### config.mk
export PLATFORM = sky130hd
export DESIGN_NAME = axil_wr_master
export DESIGN_NICKNAME = d
export VERILOG_FILES = /design/src/rtl/axil_wr_master_pkg.sv /design/src/rtl/axil_wr_master.sv
export SDC_FILE = /design/constraint.sdc
export NUM_CORES = 1
export LEC_CHECK = 0
export ABC_AREA = 1
export CORE_MARGIN = 4
export CORE_UTILIZATION = 30
export CTS_CLUSTER_DIAMETER = 60
export CTS_CLUSTER_SIZE = 25
export DETAILED_ROUTE_END_ITERATION = 10
export PLACE_DENSITY_LB_ADDON = 0.25
export SLEW_MARGIN = 20
export SYNTH_ARGS = -nofsm -noshare
export SYNTH_HDL_FRONTEND = slang
export SYNTH_SLANG_ARGS = --single-unit
export TNS_END_PERCENT = 5
### constraint.sdc
create_clock -name aclk -period 3.3 [get_ports aclk]
set_clock_uncertainty 0.05 [all_clocks]
set_input_delay 0.66 -clock aclk [delete_from_list [all_inputs] [get_ports aclk]]
set_output_delay 0.66 -clock aclk [all_outputs]
set_load 0.005 [all_outputs]
### src/rtl/axil_wr_master_pkg.sv
// Shared AXI-Lite definitions: BRESP codes, write-master state encoding and
// the LED peripheral address map used by the slaves.
package axil_wr_master_pkg;

    localparam logic [1:0] OKAY   = 2'b00;
    localparam logic [1:0] SLVERR = 2'b10;

    localparam logic [31:0] LED_BASE = 32'h4000_0000;
    localparam logic [31:0] LED_CTRL = 32'h0000_0000;

    typedef enum logic [1:0] {
        IDLE,
        ADDR_DATA,
        RESP,
        DONE
    } state_t;

endpackage

### src/rtl/axil_wr_master.sv
// Single-outstanding AXI-Lite write master: one command in, one AW/W/B
// transaction out, with a response or timeout report back to the source.
module axil_wr_master
    import axil_wr_master_pkg::*;
#(
    parameter int unsigned ADDR_W         = 32,
    parameter int unsigned DATA_W         = 32,
    parameter int unsigned TIMEOUT_CYCLES = 1024
) (
    input  logic                  aclk,
    input  logic                  areset,
    input  logic                  cmd_valid,
    output logic                  cmd_ready,
    input  logic [ADDR_W-1:0]     cmd_addr,
    input  logic [DATA_W-1:0]     cmd_data,
    input  logic [DATA_W/8-1:0]   cmd_strb,
    output logic                  rsp_valid,
    output logic [1:0]            rsp_resp,
    output logic                  rsp_timeout,
    output logic                  m_awvalid,
    input  logic                  m_awready,
    output logic [ADDR_W-1:0]     m_awaddr,
    output logic                  m_wvalid,
    input  logic                  m_wready,
    output logic [DATA_W-1:0]     m_wdata,
    output logic [DATA_W/8-1:0]   m_wstrb,
    output logic                  m_wlast,
    input  logic                  m_bvalid,
    output logic                  m_bready,
    input  logic [1:0]            m_bresp
);

    localparam int unsigned STRB_W = DATA_W / 8;
    localparam int unsigned CNT_W  = $clog2(TIMEOUT_CYCLES);
    localparam logic [CNT_W-1:0] TMAX = CNT_W'(TIMEOUT_CYCLES - 1);

    state_t              state, state_n;
    logic [CNT_W-1:0]    cnt, cnt_n;
    logic                cmd_ready_n, rsp_valid_n, rsp_timeout_n;
    logic [1:0]          rsp_resp_n;
    logic                awvalid_n, wvalid_n, bready_n;
    logic [ADDR_W-1:0]   awaddr_n;
    logic [DATA_W-1:0]   wdata_n;
    logic [STRB_W-1:0]   wstrb_n;
    logic                aw_fin, w_fin, expire;

    always_comb begin
        state_n       = state;
        cnt_n         = cnt;
        cmd_ready_n   = cmd_ready;
        rsp_valid_n   = 1'b0;
        rsp_resp_n    = rsp_resp;
        rsp_timeout_n = rsp_timeout;
        awvalid_n     = m_awvalid;
        awaddr_n      = m_awaddr;
        wvalid_n      = m_wvalid;
        wdata_n       = m_wdata;
        wstrb_n       = m_wstrb;
        bready_n      = m_bready;
        expire        = 1'b0;
        // A channel is finished once its valid has dropped or it handshakes now.
        aw_fin        = !m_awvalid || m_awready;
        w_fin         = !m_wvalid || m_wready;

        case (state)
            IDLE: begin
                if (cmd_valid && cmd_ready) begin
                    awaddr_n    = cmd_addr;
                    wdata_n     = cmd_data;
                    wstrb_n     = cmd_strb;
                    awvalid_n   = 1'b1;
                    wvalid_n    = 1'b1;
                    cmd_ready_n = 1'b0;
                    cnt_n       = '0;
                    state_n     = ADDR_DATA;
                end
            end
            ADDR_DATA: begin
                cnt_n = cnt + 1'b1;
                if (m_awvalid && m_awready) awvalid_n = 1'b0;
                if (m_wvalid && m_wready)   wvalid_n  = 1'b0;
                if (cnt == TMAX) begin
                    expire = 1'b1;
                end else if (aw_fin && w_fin) begin
                    bready_n = 1'b1;
                    state_n  = RESP;
                end
            end
            RESP: begin
                cnt_n = cnt + 1'b1;
                if (m_bvalid && m_bready) begin
                    rsp_valid_n   = 1'b1;
                    rsp_resp_n    = m_bresp;
                    rsp_timeout_n = 1'b0;
                    bready_n      = 1'b0;
                    state_n       = DONE;
                end else if (cnt == TMAX) begin
                    expire = 1'b1;
                end
            end
            DONE: begin
                cmd_ready_n = 1'b1;
                state_n     = IDLE;
            end
            default: state_n = IDLE;
        endcase

        if (expire) begin
            awvalid_n     = 1'b0;
            wvalid_n      = 1'b0;
            bready_n      = 1'b0;
            rsp_valid_n   = 1'b1;
            rsp_resp_n    = SLVERR;
            rsp_timeout_n = 1'b1;
            state_n       = DONE;
        end
    end

    always_ff @(posedge aclk) begin
        if (areset) begin
            state       <= IDLE;
            cnt         <= '0;
            cmd_ready   <= 1'b1;
            rsp_valid   <= 1'b0;
            rsp_resp    <= '0;
            rsp_timeout <= 1'b0;
            m_awvalid   <= 1'b0;
            m_awaddr    <= '0;
            m_wvalid    <= 1'b0;
            m_wlast     <= 1'b0;
            m_wdata     <= '0;
            m_wstrb     <= '0;
            m_bready    <= 1'b0;
        end else begin
            state       <= state_n;
            cnt         <= cnt_n;
            cmd_ready   <= cmd_ready_n;
            rsp_valid   <= rsp_valid_n;
            rsp_resp    <= rsp_resp_n;
            rsp_timeout <= rsp_timeout_n;
            m_awvalid   <= awvalid_n;
            m_awaddr    <= awaddr_n;
            m_wvalid    <= wvalid_n;
            m_wlast     <= wvalid_n;
            m_wdata     <= wdata_n;
            m_wstrb     <= wstrb_n;
            m_bready    <= bready_n;
        end
    end

endmodule

== Word level (Yosys, flattened, before mapping) ==
Index checks and enable logic that the tools add are counted.
W data, S select, Z words.
Word-level totals
  bits in registers: 88
  latch bits: 0
  memory bits (writable): 0
  ROM bits: 0
  input port bits: 76
  memories kept: 0
Operators by class
  $add $sub $neg: 1
  $mul: 0
  div/mod/pow operators: 0
  magnitude comparators: 0
  eq/ne operators: 14
  shifts and indexed selects: 0
  multiplexer cells: 30
  bitwise operators: 0
  reduce and logical (&&, ||, !) cells: 27
Operators by type and width (count)
  $pmux W10 S2: 1
  $mux W2: 8
  $mux W1: 14
  $ne A2 B2 Y1 const B: 6
  $ne A3 B3 Y1 const B: 4
  $reduce_bool A2 Y1: 6
  $add A10 B1 Y10 const B: 1
  $eq A10 B10 Y1 const B: 1
  $mux W10: 1
  $pmux W1 S2: 5
  $reduce_and A2 Y1: 5
  $pmux W2 S4: 1
  $reduce_and A4 Y1: 2
  $reduce_and A3 Y1: 2
  $logic_and A1 B1 Y1: 5
  $eq A2 B2 Y1 const B: 2
  $reduce_or A2 Y1: 2
  $eq A2 B1 Y1 const B: 1
  $logic_not A1 Y1: 2
  $logic_not A2 Y1: 1
  $logic_or A1 B1 Y1: 2

== Depth between registers and ports, before layout ==
  word-level depth: 7
  depth in mapped cells: 10

== Worst setup path after synthesis ==
OpenSTA, ideal clock, no wires.
  kind: register to register
  start point: register state[1]
  end point: register cnt[5]
  library setup time: 113 ps
  data arrival time: 1364 ps
  data required time: 3137 ps
  path slack: 1773 ps
  stages on the path, launching flop included: 10
  period minus slack after synthesis: 1527 ps
  cell sequence: dfxtp_1 -> inv_1 -> ha_1 -> inv_1 -> nand2_1 -> nand2_2 -> nor3_2 -> nand2_1 -> nor2_1 -> nor2_1
On the way
  cells in the longest elaborated chain, start to end: 4
  elaborated cells between the ends (all ways): 8
  classes of those cells: 3 x eq/ne; 1 x mux; 4 x reduce/logical
RTL lines
  from (decl): RTL line axil_wr_master.sv:37  | state_t state, state_n;
  from (signal assigned): RTL line axil_wr_master.sv:135  | state <= state_n;
  $eq A2 B2 Y1 / $eq A2 B1 Y1 (equally long branches): RTL line axil_wr_master.sv:65  | case (state)
  $reduce_or A2 Y1 (no source line)
  $reduce_bool A2 Y1 (no source line)
  $reduce_and A2 Y1 (no source line)
  to (signal assigned): RTL line axil_wr_master.sv:136  | cnt <= cnt_n;
  to (decl): RTL line axil_wr_master.sv:38  | logic [CNT_W-1:0] cnt, cnt_n;
Parallel ways exist; a longest one is shown, timed or not.
A chain may end at the register's enable or synchronous reset.

== Final worst setup path ==
  start point: register cmd_ready
  end point: output cmd_ready
RTL lines
  from (decl): RTL line axil_wr_master.sv:13  | output logic cmd_ready,
  from (signal assigned): RTL line axil_wr_master.sv:137  | cmd_ready <= cmd_ready_n;
No word-level cell between the ends.

==> out/results.txt <==
Leak Pwr - 1.91 nW
initial antenna violation count - 0
critical-path cell list - clkdlybuf4s50_1
Critical Path AT - 1.29 ns
detailed-route DRC error count - 0
pwr/cell area - 641 nW/µm²
# hold bufs at CTS - 0
H-tree depth - 3
Synthesized Nets - 520
HP Start - cnt[7]$_SDFFE_PP0P_
Final Hold Vio Count - 0
Clock Latency Late Sink - 0.35 ns
Setup violations, final - 0
post-synthesis sequential area ratio - 53.0%
Post-Layout Cell Count - 728
critical path startpoint - cmd_ready$_SDFFE_PP1P_
setup_tns - 0 ns
Reg2Reg Depth - 8
synth warn - 0
global placement routability congestion - 0.769
Die X - 113 µm
synthesized instance count - 439
leading cell type in the layout, fill and taps excluded - nand2_1
global-route wire length before repair - 15.3 mm
crit share post-route - 60.5%
vias per cell - 4.53
Fmax - 0.501 GHz
share of cells above drive strength 1 - 4.59%
Worst IR Drop VDD - 0.000385 V
crit-path max cell delay - 0.53 ns
final slew viol count - 0
Root Buffer - clkbuf_8
I/O pins - 153
CP Max Fanout - 4
drt initial violations - 92
DR pass1 iterations - 4
Worst Max-Slew Pin Slew - 0.791 ns
P&R area growth vs syn - 54.6%
Post-CTS Setup Bufs - 0
gr usage total - 14.6%
Mapped Area - 3330 µm²
Hold Path Depth - 2
met2 wire len - 4.39 mm
Worst-path clk slew - 0.09 ns
status - completed
Worst Setup Start Kind - register
Overflow after GRT - 0
EDFF count, synth - 0
Die Footprint - 12,800 µm²
crit end category - output pin
Hold Path Class - register to register
max_slew headroom - 47.3%
# clock sinks - 88
WP data required - 2.59 ns
DR vias - 3,296
Post-Route Utilization - 47.4%
DR WL/cell - 12.8 µm
post-synthesis average cell area - 7.58 µm²
met3 WL - 1.03 mm
Clock Tree Buf Depth - 2
post-synthesis cell type count - 24
total CTS buffers - 9
pin count of the biggest net entering global routing - 75
Max-cap violations - 0
unrepaired setup endpoints after global routing - false
Placed Cells - 712
Layout Nets - 664
post-DP HPWL - 6.65 mm
Routed WL - 9.31 mm
Top Layer Used - met4
WP depth - 1
#FFs+latches synth - 88
commonest register cell after synthesis - dfxtp_1
post-cts resize count - 0
class of the most critical setup path - register to output pin
core area - 10,800 µm²
CP max-delay cell - clkdlybuf4s50_1
fin crit period - 2.00 ns
Buf/Inv on CP - 1
kind of cell adding the most delay to the critical path - buffers and inverters
commonest cells after routing, fill and taps aside - nand2_1, clkdlybuf4s50_1, dfxtp_1, a21oi_1, inv_1
FP Rows - 38
Starting Density - 30.7%
Antenna Cells - 0
input/output buffers - 152
CTS tree - done
number of global-route vias before repair - 3,258
worst r2r src - state[0]$_SDFFE_PP0P_
Vert. Die Dim - 113 µm
Metal-1 WL - 3.75 mm
Routed Antenna Nets - 0
asr flop ratio synth - 0%
where the power goes:
group | internal, mW | switching [mW]
registers | 1.26 | 0.121
clock network | 0.346 | 0.379
logic | 0.602 | 0.587
kinds of logic (layout without fill, tap and decap cells):
group	after synthesis	in the layout	share of synthesized area [%]
AO/OA/AOI/OAI	91	91	14.0
flip-flops	88	88	53.0
buffers and inverters	43	192	5.45
multiplexers	1	1	0.301
adder cells (fa/ha/maj)	5	5	1.88
AND/OR/NAND/NOR	211	211	25.4
synthesized netlist by cell type, drive strengths merged (2+ instances only):
master  instances  area (µm²)
nand2         180         681
dfxtp          88        1760
a21oi          80         400
inv            20        75.1
nor2           15        58.8
clkbuf         12        45.0
buf            11        61.3
nand3          10        55.1
o21ai           7        35.0
ha              5        62.6
nand4           3        18.8
nor3            3        31.3
a31oi           2        12.5
per-layer routing:
metal	track usage [%]	up-vias
li1	-	1700
met2	24.1	105
met3	7.86	10
met5	0	-
met1	15.7	1481
met4	5.85	0
layout make-up:
class / count / area (µm²)
clock inverter: 6 / 60.1
clock buffer: 10 / 128
fill: 1063 / 5700
tap: 140 / 175
inverter: 20 / 75.1
timing repair buffer: 156 / 1560
sequential: 88 / 1760
multi-input combinational: 308 / 1380
registers in the layout, indices dropped and copies added (netlist names):
| signal | flops |
|---|---|
| cnt | 10 |
| rsp_resp | 2 |
| m_wlast | 1 |
| m_bready | 1 |
| state | 2 |
| m_awvalid | 1 |
| m_wstrb | 4 |
| m_wdata | 32 |
| cmd_ready | 1 |
| rsp_timeout | 1 |
| rsp_valid | 1 |
| m_awaddr | 32 |
worst register-to-register path, delay by kind of cell (launching register included):
family / cells / cell delay (ns)
compound gates: 3 / 0.40
buf+inv: 3 / 0.59
flops: 1 / 0.37
simple gates: 1 / 0.12
fa+ha+maj: 1 / 0.27
path summary, 6_finish.rpt:
kind,to,slack [ns]
setup reg to reg,cnt[4]$_SDFFE_PP0P_,1.45
setup / recovery,cmd_ready,1.30
hold reg to reg,cnt[7]$_SDFFE_PP0P_,0.41
hold / removal,cnt[7]$_SDFFE_PP0P_,0.41
through the flow:
stage	setup WS (ns)	hold WS [ns]	power, mW	cell area, µm²
floorplan	1.77	0.371	1.99	3330
global placement	1.06	0.382	2.59	4950
detailed placement	0.994	0.395	2.61	4950
CTS	1.26	0.409	3.36	5140
global route	1.17	0.431	3.55	5140
finish	1.30	0.405	3.30	5140
No activity file was read; power rests on OpenSTA's default activity.
